[src/rtl/fifo_buffer_if.sv]
// Byte-stream handshake between producer/consumer logic and the FIFO.
// The master side drives requests and write data; the slave side is the FIFO.
interface fifo_buffer_if #(
    parameter int unsigned DATA_W = 8
);
    logic [DATA_W-1:0] dataIn;
    logic              WR;
    logic              RD;
    logic [DATA_W-1:0] dataOut;
    logic              FULL;
    logic              EMPTY;

    modport master (
        output dataIn,
        output WR,
        output RD,
        input  dataOut,
        input  FULL,
        input  EMPTY
    );

    modport slave (
        input  dataIn,
        input  WR,
        input  RD,
        output dataOut,
        output FULL,
        output EMPTY
    );
endinterface

[src/rtl/fifo_buffer.sv]
// Single-clock FIFO with registered read data and a count-based FULL/EMPTY.
// A read frees a slot in the same cycle, so a write at FULL is accepted alongside a read.
module fifo_buffer #(
    parameter int unsigned DATA_W = 8,
    parameter int unsigned DEPTH  = 16,
    parameter int unsigned ADDR_W = 4
) (
    input  logic          Clk,
    input  logic          Rst,
    fifo_buffer_if.slave  bus
);
    localparam int unsigned CNT_W = ADDR_W + 1;

    logic [DATA_W-1:0] mem [DEPTH];
    logic [ADDR_W-1:0] wr_ptr;
    logic [ADDR_W-1:0] rd_ptr;
    logic [CNT_W-1:0]  count;
    logic [DATA_W-1:0] data_q;

    logic full_c;
    logic empty_c;
    logic rd_en;
    logic wr_en;

    // Flags decoded from the registered count only
    assign full_c  = (count == CNT_W'(DEPTH));
    assign empty_c = (count == CNT_W'(0));

    assign rd_en = bus.RD & ~empty_c;
    assign wr_en = bus.WR & (~full_c | rd_en);

    assign bus.dataOut = data_q;
    assign bus.FULL    = full_c;
    assign bus.EMPTY   = empty_c;

    // Storage is intentionally not reset
    always_ff @(posedge Clk) begin
        if (wr_en) begin
            mem[wr_ptr] <= bus.dataIn;
        end
    end

    always_ff @(posedge Clk or negedge Rst) begin
        if (!Rst) begin
            wr_ptr <= '0;
            rd_ptr <= '0;
            count  <= '0;
            data_q <= '0;
        end else begin
            if (wr_en) begin
                wr_ptr <= wr_ptr + ADDR_W'(1);
            end
            if (rd_en) begin
                rd_ptr <= rd_ptr + ADDR_W'(1);
                data_q <= mem[rd_ptr];
            end
            case ({wr_en, rd_en})
                2'b10:   count <= count + CNT_W'(1);
                2'b01:   count <= count - CNT_W'(1);
                default: count <= count;
            endcase
        end
    end
endmodule

[src/flat_wrapper.sv]
// flat-port wrapper written by rule: the top's interface ports become plain ports
module fifo_buffer_flat 
#(
    parameter int unsigned DATA_W = 8,
    parameter int unsigned DEPTH  = 16,
    parameter int unsigned ADDR_W = 4
)
  (Clk, Rst, bus_dataIn, bus_WR, bus_RD, bus_dataOut, bus_FULL, bus_EMPTY);
  fifo_buffer_if #(.DATA_W(DATA_W)) bus_i ();
  input  logic Clk;
  input  logic Rst;
  input wire logic [$bits(bus_i.dataIn)-1:0] bus_dataIn;
  input wire logic [$bits(bus_i.WR)-1:0] bus_WR;
  input wire logic [$bits(bus_i.RD)-1:0] bus_RD;
  output wire logic [$bits(bus_i.dataOut)-1:0] bus_dataOut;
  output wire logic [$bits(bus_i.FULL)-1:0] bus_FULL;
  output wire logic [$bits(bus_i.EMPTY)-1:0] bus_EMPTY;
  assign bus_i.dataIn = bus_dataIn;
  assign bus_i.WR = bus_WR;
  assign bus_i.RD = bus_RD;
  assign bus_dataOut = bus_i.dataOut;
  assign bus_FULL = bus_i.FULL;
  assign bus_EMPTY = bus_i.EMPTY;
  fifo_buffer #(.DATA_W(DATA_W), .DEPTH(DEPTH), .ADDR_W(ADDR_W)) u_core (.Clk(Clk), .Rst(Rst), .bus(bus_i));
endmodule
[config.mk]
export PLATFORM = sky130hd
export DESIGN_NAME = fifo_buffer_flat
export DESIGN_NICKNAME = d
export VERILOG_FILES = /design/src/rtl/fifo_buffer_if.sv /design/src/rtl/fifo_buffer.sv /design/src/flat_wrapper.sv
export SDC_FILE = /design/constraint.sdc
export NUM_CORES = 1
export LEC_CHECK = 0
export CAP_MARGIN = 10
export CELL_PAD_IN_SITES_DETAIL_PLACEMENT = 1
export CELL_PAD_IN_SITES_GLOBAL_PLACEMENT = 2
export CORE_MARGIN = 4
export CORE_UTILIZATION = 47
export DETAILED_ROUTE_END_ITERATION = 16
export GPL_TIMING_DRIVEN = 0
export PLACE_DENSITY_LB_ADDON = 0.08
export SLEW_MARGIN = 20
export SYNTH_ARGS = -nofsm -noshare
export SYNTH_HDL_FRONTEND = slang
export SYNTH_SLANG_ARGS = --single-unit
[constraint.sdc]
create_clock -name Clk -period 3.3 [get_ports Clk]
set_input_delay 0.99 -clock Clk [delete_from_list [all_inputs] [get_ports Clk]]
set_output_delay 0.99 -clock Clk [all_outputs]
set_load 0.1 [all_outputs]
Word level (Yosys, flattened, before mapping)
Memory sizes are Yosys's and may differ from the RTL's. A register that Yosys moved wholly into a read port is not among the register bits.
Cells that the tools add are included.
{ "op_classes": {"n_lt_le_gt_ge": 0, "shift": 0, "n_addsub": 4, "muxes": 3, "eq_ne": 3, "n_mul": 0, "n_reduce_logical": 3, "bitwise": 5, "div": 0} }
{ "op_table": {"columns": ["op", "n"], "rows": [
  ["case mux 5 bit (2 select lines)", 1],
  ["adder 4 x 1 -> 4 bit (second input constant)", 2],
  ["adder 5 x 1 -> 5 bit (second input constant)", 1],
  ["equality test 5 bit (second input constant)", 1],
  ["zero test 5 bit", 1],
  ["subtractor 5 x 1 -> 5 bit (second input constant)", 1],
  ["AND 1 bit", 2],
  ["equality test 2 x 1 -> 1 bit (second input constant)", 1],
  ["equality test 2 bit (second input constant)", 1],
  ["2-to-1 mux 1 bit", 2],
  ["inverter 1 bit", 2],
  ["nonzero test 2 bit", 1],
  ["zero test 1 bit", 1],
  ["bitwise OR 1 bit", 1]
]} }
{ "totals": {"mem_bits_ro": 0, "latchBits": 0, "ram_bits": 128, "inputBits": 12, "wordCells": 22, "ff_bits": 13, "mem_count": 1, "output_inout_bits": 10} }
{ "memory_table": {"columns": ["name", "words", "word_bits", "rd", "rd_ports_with_merged_regs", "write_ports", "line", "source"], "rows": [
  ["u_core.mem", 16, 8, 1, 1, 1, "fifo_buffer.sv:14", "logic [DATA_W-1:0] mem [DEPTH];"]
]} }

Depth between registers and ports, before layout
Gate-level depths: netlist (run 1).
{ "logic_depth": {"depth_word": 7, "mapped_depth": 10, "depth_no_buf": 8} }

Worst setup path after synthesis (run 1)
OpenSTA, ideal clock, no wires.
{ "synth_path": {"path_type": "reg-to-output", "start": "register u_core.count[0]", "end": "output port bus_EMPTY", "arrival_ps": 2344, "slack_ps": -34, "stages_incl_launch_ff": 4, "path_cell_list": "dfrtp_1 > or4_1 > buf_2 > nor2_1"} }
{ "synth_via": {"elab_chain_len": 1} }
{ "synth_rtl": {"columns": ["element", "line", "source"], "rows": [
  ["start: declaration", "fifo_buffer.sv:17", "logic [CNT_W-1:0] count;"],
  ["start signal: assignment", "fifo_buffer.sv:58", "2'b10: count <= count + CNT_W'(1);"],
  ["start signal: assignment", "fifo_buffer.sv:59", "2'b01: count <= count - CNT_W'(1);"],
  ["start signal: assignment", "fifo_buffer.sv:60", "default: count <= count;"],
  ["zero test 5 bit", "fifo_buffer.sv:27", "assign empty_c = (count == CNT_W'(0));"],
  ["end: declaration", "flat_wrapper.sv:17", "output wire logic [$bits(bus_i.EMPTY)-1:0] bus_EMPTY;"]
]} }
No other way between the ends.

Final worst setup path (run 1)
Ends and elaborated chain as after synthesis.

==> reports/results.tsv, run 1 <==
metric	value	unit
run_status	complete, no violations	
syn-mean-instance-area	19.36	um^2
floorplan.die.width	120.8	um
timing.critical_path.to_type	primary output	
clk_transition_reported_paths	0.06	ns
ys_types	37	
layout.cells.most_common	sky130_fd_sc_hd__edfxtp_1	
lkg_pwr	2.371	nW
routed-via-count	2975	
synth_edf_count	128	
detail_route.wirelength	12700	um
pnr_worst_setup_slack	0.09261	ns
sequential_fraction_of_the_synthesis_area	0.7302	
period_needed	3.207	ns
worstHoldPathType	reg -> reg	
maximum_number_of_pins_on_one_net_before_global_route_repair	22	
clock_tree.root_cell	sky130_fd_sc_hd__clkbuf_16	
drt.antenna.violating_nets	0	
route.detailed.vias_per_inst	5.582	
maxSlewHeadroom	0.3288	
async_reset_ff_frac	0.1409	
post-route-cell-area	6978	um^2
mostFrequentLayoutCells	sky130_fd_sc_hd__edfxtp_1 (128), sky130_fd_sc_hd__mux4_2 (32), sky130_fd_sc_hd__dfrtp_1 (21)	
critical_path_peak_fanout	7	
cts.htree.levels	4	
drt-initial-drc-count	233	
grt_usage	0.1908	
worst_ir_drop_vdd	415.3	uV
grt_first_pass_wirelength	19710	um
skew	0.007679	ns
design.die.area	14600	um^2
diodes	0	
powerDensity	913.6	nW/um^2
hold_violations	0	
syn2layout_area_growth	16.62	%
syn-num-nets	330	
hpwlAfterDp	8282	um
grt_setup_unrepaired	false	
design.final.nets	374	
vias_in_the_first_global_route	3218	
hold_depth	2	
buffer_ports.inserted	21	
critPathCapture	bus_EMPTY	
ys.flop_type	sky130_fd_sc_hd__edfxtp_1	
placement.cell_area	6449	um^2
netlist_area	5983	um^2
clkLatencyLatePin	0.42	ns
floorplan.initialDensity	0.4900	
coreArea	12210	um^2
rows	40	
cts_buffers	17	
setup_tns	0	ns
worst_slew_pin_slew	1.004	ns
reg2reg_from	u_core.count[0]	
clock_sink_count	149	
antenna_found_initial	0	
clk_path_buf_depth	2	
critical_path.startpoint_type	register	
cts_tree	built	
ff2ff_setup_slack	0.21	ns
crit_path_start	u_core.count[0]	
worstReg2RegEnd	u_core.count[4]	
setup-violations-final	0	
dpl.cell_count	502	
post_route_cells_drive_above_1_share	0.2301	
max_freq	0.3118	GHz
routed_wire_length_per_instance	23.82	um
setup.worst_path.class	reg -> out	
timing.critical_path.required	2.31	ns
preCtsSetupSlack	-0.3601	ns
syn-instance-count	309	
drtPass1Iterations	4	
remaining_overflow_grt	0	
max_cap_violations	0	
worst_ep_arrival_time	2.22	ns
floorplan.die.height	120.8	um
synth.ff_latch_count	149	
finalWeightedCongestion	0.7588	
period_share	0.9719	
r2r.worst_path.cells	10	
drt_drc_violations_left	0	
top_level_ports	22	
synth.yosys.warnings	0	
finalMaxSlewViolations	0	
number_of_non_filler_instances_in_the_completed_layout	533	
-- layout make-up --
cell class                 instances  area [um^2]
fill                            1102         5234
tap                              168        210.2
timing repair buffer              25        230.2
buffer                            16        87.58
sequential                       149         4369
clock inverter                    11        87.58
clock buffer                      20        436.7
multi-input combinational        140         1541
inverter                           4        15.01
-- worst min path at each step --
stage                           from  slack, ns                    end
2_1_floorplan        u_core.count[2]       0.50        u_core.count[2]
3_3_place_gp   u_core.bus.dataOut[0]       0.47  u_core.bus.dataOut[0]
3_5_place_dp   u_core.bus.dataOut[7]       0.48  u_core.bus.dataOut[7]
4_1_cts        u_core.bus.dataOut[6]       0.49  u_core.bus.dataOut[6]
5_1_grt        u_core.bus.dataOut[6]       0.53  u_core.bus.dataOut[6]
6_report       u_core.bus.dataOut[6]       0.49  u_core.bus.dataOut[6]
-- Yosys cell counts, drive strengths merged (2+ instances only) --
cell / instances / area share
a21o: 2 / 0.0025
ha: 8 / 0.017
clkbuf: 5 / 0.0031
o211ai: 2 / 0.0025
xnor2: 7 / 0.010
nor3: 4 / 0.0033
o21ai: 3 / 0.0038
dfrtp: 21 / 0.088
a21oi: 2 / 0.0017
nand2b: 4 / 0.0042
nand4: 2 / 0.0021
inv: 4 / 0.0025
mux2: 4 / 0.0075
nand2: 19 / 0.013
mux2i: 15 / 0.025
mux4: 32 / 0.12
xor2: 2 / 0.0029
edfxtp: 128 / 0.64
o221ai: 8 / 0.012
nor2: 16 / 0.010
buf: 11 / 0.010
-- cell families (layout without fill, tap and decap cells) --
family,Yosys count,after routing,synth area share
AO/OA/AOI/OAI,23,23,0.03116
flip-flops,149,149,0.7302
multiplexers,51,51,0.1531
buffers and inverters,20,76,0.01610
XOR/XNOR,9,9,0.01318
AND/OR/NAND/NOR,48,48,0.03618
adder cells (fa/ha/maj),9,9,0.02008
-- critical path, stage by stage (launching register included) --
cell and delay (ns):
sky130_fd_sc_hd__dfrtp_1 0.45, sky130_fd_sc_hd__or4_1 0.53, sky130_fd_sc_hd__buf_2 0.18, sky130_fd_sc_hd__nor2_1 0.09, sky130_fd_sc_hd__clkdlybuf4s18_2 0.54
-- metrics by stage --
step	total power, mW	hold WS, ns	utilization
5_1_grt	6.703	0.5307	0.5714
4_1_cts	6.446	0.4945	0.5714
6_report	6.375	0.4861	0.5714
2_1_floorplan	4.070	0.5046	-
3_3_place_gp	4.626	0.4702	0.5244
3_5_place_dp	4.715	0.4783	0.5281
-- routing by layer --
metal	track usage	vias to the layer above	part of all wire
li1	-	1325	-
met1	0.2612	1590	0.46
met2	0.3046	47	0.50
met3	0.04350	13	0.033
met4	0.06374	0	0.014
met5	0	-	0
-- sequential cells by signal, indices dropped and copies added, names as in the netlist --
signal,count
u_core.bus.dataOut,8
u_core.wr_ptr,4
u_core.rd_ptr,4
u_core.count,5
u_core.mem,128
-- repair_timing --
action,4_1_cts,5_1_grt
buffers inserted,0,0
hold buffers,0,0
endpoints found under the hold margin,0,0
resized for setup,7,5
setup endpoints to repair,3,3
-- report_power, final --
part / switching, mW / internal, mW / leakage [nW]
clock network: 0.712 / 1.02 / 0.248
logic: 1.34 / 0.822 / 0.716
registers: 0.132 / 2.35 / 1.41
Power figures use the tool's default switching activity.
==> inputs of run 2 (changes only) <==
- ABC_CLOCK_PERIOD_IN_PS: unset -> 3300
==> results of run 2 <==
No change in the layout: final DEF, timing and power equal those of run 1.
